`src/rtl/multi_cycle_ctrl.sv`:
```
// Multi-cycle control FSM for the shared single-ALU / single-memory MIPS datapath.
// State and the memory wait counter are registered; control outputs are decoded from state and live inputs.
module multi_cycle_ctrl #(
  parameter int unsigned MEM_TIMEOUT = 16,
  parameter int unsigned CNT_W       = 8
) (
  input  logic       clk,
  input  logic       rst,
  input  logic [5:0] Op,
  input  logic [5:0] Funct,
  input  logic       Zero,
  input  logic       MemReady,
  output logic       PCWrite,
  output logic       IRWrite,
  output logic       RegWrite,
  output logic       MemRead,
  output logic       MemWrite,
  output logic       EXTOp,
  output logic [3:0] ALUOp,
  output logic [1:0] NPCOp,
  output logic       ALUSrc,
  output logic [1:0] GPRSel,
  output logic [1:0] WDSel,
  output logic       InstDone,
  output logic       IllegalInst,
  output logic       MemErr,
  output logic [3:0] State
);

  typedef enum logic [3:0] {
    S_FETCH  = 4'd0, S_DECODE = 4'd1, S_EXE    = 4'd2, S_ALU_WB = 4'd3, S_ADDR = 4'd4,
    S_MEM_RD = 4'd5, S_MEM_WB = 4'd6, S_MEM_WR = 4'd7, S_BRANCH = 4'd8, S_JUMP = 4'd9
  } state_t;

  typedef enum logic [2:0] {C_ILLEGAL, C_ALU, C_MEM, C_BRANCH, C_JUMP} iclass_t;

  typedef struct packed {
    iclass_t    iclass;
    logic [3:0] alu_op;
    logic       alu_src;
    logic       ext_op;
    logic       imm;
  } dec_t;

  localparam logic [5:0] OP_RTYPE = 6'h00, OP_J  = 6'h02, OP_JAL = 6'h03, OP_BEQ = 6'h04;
  localparam logic [5:0] OP_ADDI  = 6'h08, OP_ORI = 6'h0D, OP_LW = 6'h23, OP_SW  = 6'h2B;

  localparam logic [3:0] ALU_NOP = 4'd0, ALU_ADD = 4'd1, ALU_SUB = 4'd2, ALU_AND  = 4'd3;
  localparam logic [3:0] ALU_OR  = 4'd4, ALU_SLT = 4'd5, ALU_SLTU = 4'd6, ALU_SLL = 4'd7;

  localparam logic [1:0] NPC_PLUS4 = 2'd0, NPC_BRANCH = 2'd1, NPC_JUMP = 2'd2;
  localparam logic [1:0] GPR_RD = 2'd0, GPR_RT = 2'd1, GPR_RA = 2'd2;
  localparam logic [1:0] WD_ALU = 2'd0, WD_MEM = 2'd1, WD_PC  = 2'd2;

  localparam logic [CNT_W-1:0] CNT_LAST = CNT_W'(MEM_TIMEOUT == 0 ? 0 : MEM_TIMEOUT - 1);

  function automatic dec_t decode(input logic [5:0] op, input logic [5:0] funct);
    dec_t d;
    d.iclass  = C_ILLEGAL;
    d.alu_op  = ALU_NOP;
    d.alu_src = 1'b0;
    d.ext_op  = 1'b0;
    d.imm     = 1'b0;
    case (op)
      OP_RTYPE: begin
        d.iclass = C_ALU;
        case (funct)
          6'h20, 6'h21: d.alu_op = ALU_ADD;
          6'h22, 6'h23: d.alu_op = ALU_SUB;
          6'h24:        d.alu_op = ALU_AND;
          6'h25:        d.alu_op = ALU_OR;
          6'h2A:        d.alu_op = ALU_SLT;
          6'h2B:        d.alu_op = ALU_SLTU;
          6'h00:        d.alu_op = ALU_SLL;
          default:      d.iclass = C_ILLEGAL;
        endcase
      end
      OP_ADDI: begin
        d.iclass  = C_ALU;
        d.alu_op  = ALU_ADD;
        d.alu_src = 1'b1;
        d.ext_op  = 1'b1;
        d.imm     = 1'b1;
      end
      OP_ORI: begin
        d.iclass  = C_ALU;
        d.alu_op  = ALU_OR;
        d.alu_src = 1'b1;
        d.imm     = 1'b1;
      end
      OP_LW, OP_SW: d.iclass = C_MEM;
      OP_BEQ:       d.iclass = C_BRANCH;
      OP_J, OP_JAL: d.iclass = C_JUMP;
      default:      d.iclass = C_ILLEGAL;
    endcase
    return d;
  endfunction

  state_t           state;
  logic [CNT_W-1:0] wait_cnt;
  dec_t             dec;
  logic             waiting;
  logic             expire;

  assign dec     = decode(Op, Funct);
  assign waiting = (state == S_FETCH) || (state == S_MEM_RD) || (state == S_MEM_WR);
  // MemReady in the expiry cycle wins, so expiry requires it low.
  assign expire  = (MEM_TIMEOUT != 0) && waiting && !MemReady && (wait_cnt == CNT_LAST);

  // NOTE: sequential state uses non-blocking assignments so every register samples pre-edge values.
  always_ff @(posedge clk) begin
    if (rst) begin
      state    <= S_FETCH;
      wait_cnt <= '0;
    end else begin
      // Counting only while parked in a wait state also clears it on every entry and exit.
      wait_cnt <= (waiting && !MemReady && !expire) ? wait_cnt + 1'b1 : '0;
      case (state)
        S_FETCH:  if (MemReady) state <= S_DECODE;
        S_DECODE: begin
          case (dec.iclass)
            C_ALU:    state <= S_EXE;
            C_MEM:    state <= S_ADDR;
            C_BRANCH: state <= S_BRANCH;
            C_JUMP:   state <= S_JUMP;
            default:  state <= S_FETCH;
          endcase
        end
        S_EXE:    state <= S_ALU_WB;
        S_ADDR:   state <= (Op == OP_SW) ? S_MEM_WR : S_MEM_RD;
        S_MEM_RD: begin
          if (MemReady)    state <= S_MEM_WB;
          else if (expire) state <= S_FETCH;
        end
        S_MEM_WR: if (MemReady || expire) state <= S_FETCH;
        default:  state <= S_FETCH;
      endcase
    end
  end

  always_comb begin
    // NOTE: every output gets a default before the case so no path can infer a latch.
    PCWrite     = 1'b0;
    IRWrite     = 1'b0;
    RegWrite    = 1'b0;
    MemRead     = 1'b0;
    MemWrite    = 1'b0;
    EXTOp       = 1'b0;
    ALUOp       = ALU_NOP;
    NPCOp       = NPC_PLUS4;
    ALUSrc      = 1'b0;
    GPRSel      = GPR_RD;
    WDSel       = WD_ALU;
    InstDone    = 1'b0;
    IllegalInst = 1'b0;
    MemErr      = 1'b0;
    State       = 4'd0;
    if (!rst) begin
      State = state;
      case (state)
        S_FETCH: begin
          MemRead = 1'b1;
          IRWrite = MemReady;
          PCWrite = MemReady;
          MemErr  = expire;
        end
        S_DECODE: IllegalInst = (dec.iclass == C_ILLEGAL);
        S_EXE: begin
          ALUOp  = dec.alu_op;
          ALUSrc = dec.alu_src;
          EXTOp  = dec.ext_op;
        end
        S_ALU_WB: begin
          ALUOp    = dec.alu_op;
          ALUSrc   = dec.alu_src;
          EXTOp    = dec.ext_op;
          RegWrite = 1'b1;
          GPRSel   = dec.imm ? GPR_RT : GPR_RD;
          InstDone = 1'b1;
        end
        S_ADDR: begin
          ALUOp  = ALU_ADD;
          ALUSrc = 1'b1;
          EXTOp  = 1'b1;
        end
        S_MEM_RD: begin
          MemRead = 1'b1;
          ALUOp   = ALU_ADD;
          ALUSrc  = 1'b1;
          EXTOp   = 1'b1;
          MemErr  = expire;
        end
        S_MEM_WB: begin
          RegWrite = 1'b1;
          GPRSel   = GPR_RT;
          WDSel    = WD_MEM;
          InstDone = 1'b1;
        end
        S_MEM_WR: begin
          MemWrite = 1'b1;
          ALUOp    = ALU_ADD;
          ALUSrc   = 1'b1;
          EXTOp    = 1'b1;
          InstDone = MemReady;
          MemErr   = expire;
        end
        S_BRANCH: begin
          ALUOp    = ALU_SUB;
          EXTOp    = 1'b1;
          NPCOp    = NPC_BRANCH;
          PCWrite  = Zero;
          InstDone = 1'b1;
        end
        S_JUMP: begin
          PCWrite  = 1'b1;
          NPCOp    = NPC_JUMP;
          InstDone = 1'b1;
          if (Op == OP_JAL) begin
            RegWrite = 1'b1;
            GPRSel   = GPR_RA;
            WDSel    = WD_PC;
          end
        end
        default: ;
      endcase
    end
  end

endmodule
```
`config.mk`:
```
export PLATFORM = sky130hd
export DESIGN_NAME = multi_cycle_ctrl
export DESIGN_NICKNAME = d
export VERILOG_FILES = /design/src/rtl/multi_cycle_ctrl.sv
export SDC_FILE = /design/constraint.sdc
export NUM_CORES = 1
export LEC_CHECK = 0
export CORE_MARGIN = 3
export CORE_UTILIZATION = 39
export DETAILED_ROUTE_END_ITERATION = 10
export PLACE_DENSITY = 0.7
export SYNTH_ARGS = -nofsm -noshare
export SYNTH_HDL_FRONTEND = slang
export SYNTH_SLANG_ARGS = --single-unit
```
`constraint.sdc`:
```
create_clock -name clk -period 2.4 [get_ports clk]
set_input_delay 0.48 -clock clk [delete_from_list [all_inputs] [get_ports clk]]
set_output_delay 0.48 -clock clk [all_outputs]
set_load 0.01 [all_outputs]
```
==> key figures <==
Final layout
  – Ant diodes: 0
  – Fin nets: roughly 260
  – Fillers: 254
  – Layout cells sized above 1: 0.346
  – Finished Cell Area: roughly 1900 um^2
  – Cell Count, Final, Fillers Out: between 200 and 300
  – Synth-to-layout area growth: 62.0%

Synth
  – Synth unique cells: 50
  – Yosys reg bits: 12
  – Largest area contributor in the netlist: dfxtp_1
  – Most frequent cell after synthesis: nor2_1
  – Syn_nets: between 150 and 200
  – XOR/XNOR Fraction of Synth Area: 0.0659
  – Top_reg_cell synth: dfxtp_1
  – Post-synth EDFFs: 0
  – Syn. warnings: 0
  – Mux contribution to synthesized area: 0
  – Mapped Cells: between 150 and 200
  – Compound-Gate Fraction of Synth Area: 0.233
  – Post-Synthesis Cell Area: ~1200 um^2
  – Syn Area/Cell: a little over 7 um^2
  – Yosys top cell area share: 0.201
  – Synth cell count leaders: 31 x nor2_1, 12 x dfxtp_1, 10 x a21oi_1
  – Synth area leaders: dfxtp_1 20%, nor2_1 9.7%, buf_6 4.7%, a21oi_1 4.2%, nand3_1 3.8%
  – Simple-gate share of the synthesized area: 0.386
  – Adder-cell area share of the yosys netlist: 0.0105
  – Asr flop ratio synth: 0
  – Post-synthesis sequential area ratio: 0.201
  – Largest family of logic cells by synthesized area: simple AND/OR/NAND/NOR gates

Critical path
  – CP Data Required Time: ~1.9 ns
  – Launching point of the worst reg2reg path: state[0]
  – Crit. End Element: output port
  – CP Class: in2out
  – Worst setup SP type: input pin
  – Largest fanout on the critical path: 3
  – Critical path origin: rst
  – FF-to-FF setup slack: 0.75 ns
  – Worst reg2reg endpoint: state[2]
  – Critical Path AT: between 1.5 and 2 ns
  – Critical Path End: GPRSel[1]
  – R2R depth: 7

Pwr
  – P per Cell Area: ~260 nW/um^2
  – Clock share of power: 0.238
  – Part of the power in combinational logic: 0.352
  – Sw frac: 0.306
  – Peak supply drop: just under 0.3 mV
  – Leakage Power: around 0.00089 uW
  – Internal cell power: 350 uW
  – Reg power frac: 0.410
  – Switching power: between 150 and 200 uW

Clock tree
  – Num CTS Buffers: 3
  – # clock sinks: 12
  – Clock-pin slew on the worst setup and hold paths: roughly 0.07 ns
  – CTS tree: yes
  – Clock latency on the worst-skew pair: between 0.2 and 0.3 ns
  – H-tree Lvls: 1
  – Longest Clk Path Bufs: 2
  – CTS root buffer: clkbuf_4

Run
  – Max-cap check violation count: 0

STA
  – Final Slew Violations: 0
  – Final setup viols: 0
  – Final min period: between 2 and 2.5 ns
  – Worst Clk Skew: between 0.001 and 0.0015 ns
  – Final hold violations: 0
  – Max Fclk: around 430 MHz
  – Final worst-path cycle share: 0.980
  – Worst Slack Setup Final: between 0.04 and 0.05 ns

Die
  – IO Pins: 40
  – Core area: around 2800 um^2
  – Die H: 61.4 um
  – Initial Util: 0.423
  – Die area: approximately 3800 um^2
  – FP Rows: 19
  – Horiz. Die Dim: around 61 um

Routing
  – Post-DRT Antenna Nets: 0
  – Total Wirelength: 4030 um
  – Initial drt markers: a little under 80
  – Drt first pass iters: 4
  – Via count of the routed design: approximately 1500
  – Vias/cell: approximately 5.5
  – DRC violations left: 0
  – Routed len/inst: 14.7 um

Global routing
  – Antenna violations before repair: 0
  – GRT Resource Usage Total: 0.222
  – Overflow after GRT: 0
  – Vias in the first global route: ~1400
  – Largest net degree at the start of global routing: 17
  – First-pass GRT wire length: 6310 um

Placement
  – # port buffers: 38
  – Final HPWL DP: around 3100 um
  – Placed cells: approximately 270
  – Post-DP Area: between 1500 and 2000 um^2
  – Pre-CTS setup slack: -0.663 ns
  – GPL Wtd Cong: between 0.8 and 0.9

Status
  – Status: finished clean

Worst hold path
  – Worst Hold Class: reg2reg
through the flow:
step	hold slack, ns	utilization	power, uW	TNS, ns
after detailed placement	0.447	0.641	376	-6.73
after global placement	0.432	0.641	373	-6.65
after global routing	0.474	0.685	538	-0.0396
after CTS	0.457	0.671	503	-0.0231
final	0.451	0.685	505	0
after floorplan	0.418	-	286	0
logic make-up after synthesis:
kind of cell / Yosys count
AO/OA/AOI/OAI: 41
XOR/XNOR: 9
flip-flops: 12
AND/OR/NAND/NOR: 87
buffers and inverters: 18
adder cells (fa/ha/maj): 1
other: 1
per-layer routing:
metal / vias up / wire, um / share of wire / GRT usage
li1: 758 / - / - / -
met1: 710 / 1760 / 0.44 / 0.278
met2: 45 / 2010 / 0.50 / 0.385
met3: 5 / 212 / 0.053 / 0.0273
met4: 0 / 53 / 0.013 / 0.0909
met5: - / 0 / 0 / 0
sequential cells by signal (all words and copies together), names as in the netlist:
register and flops:
state 4, wait_cnt 8
cell usage in the layout, fill, tap and decap left out, types with 2 or more instances in the layout:
cell type,n
nor4_1,4
xor2_1,4
nor3_2,3
o21ai_0,6
clkdlybuf4s50_1,7
nor2b_1,3
buf_4,42
nor3_1,5
a211oi_2,2
a31oi_1,3
dfxtp_1,12
dlygate4sd2_1,13
nor2_1,29
or3_4,2
dlymetal6s2s_1,5
a21oi_1,9
buf_2,6
buf_6,3
o21ai_1,3
nand3_1,8
nand2_1,7
inv_1,7
clkdlybuf4s15_2,2
nand2b_1,5
xnor2_1,4
clkbuf_4,3
and3_1,4
nand2_2,2
clkbuf_2,3
worst max-delay path, cell delays in order:
cell	delay, ns
clkdlybuf4s50_1	0.43
or2_4	0.28
nor3_2	0.12
buf_4	0.14
and3_1	0.15
dlygate4sd2_1	0.27
power by group through the flow:
stage,logic (uW),registers (uW),clock network [uW]
4_1_cts,171,207,125
5_1_grt,193,207,137
3_3_place_gp,161,211,0
2_1_floorplan,76.7,210,0
3_5_place_dp,165,211,0
6_report,178,207,120
worst min-delay path by stage:
stage                      from     endpoint  cells past startpoint  slack (ns)
floorplan           wait_cnt[0]  wait_cnt[0]                      1        0.42
detailed placement  wait_cnt[0]  wait_cnt[0]                      1        0.45
finish              wait_cnt[0]  wait_cnt[0]                      1        0.45
global route        wait_cnt[0]  wait_cnt[0]                      1        0.47
global placement    wait_cnt[0]  wait_cnt[0]                      1        0.43
CTS                 wait_cnt[0]  wait_cnt[0]                      1        0.46
cell type report:
class                      instances  area (um^2)  share of cell area
tap                               31         38.8              0.0200
inverter                           7         26.3              0.0136
multi-input combinational        139          937               0.484
clock buffer                       3         22.5              0.0116
sequential                        12          240               0.124
timing repair buffer              82          673               0.347
what timing repair did:
item,CTS,global route
endpoints found under the hold margin,0,0
resized for setup,73,17
hold buffers,0,0
pin swaps,13,12
setup buffers,3,2
setup endpoints to repair,19,9
Power figures use the tool's default switching activity.
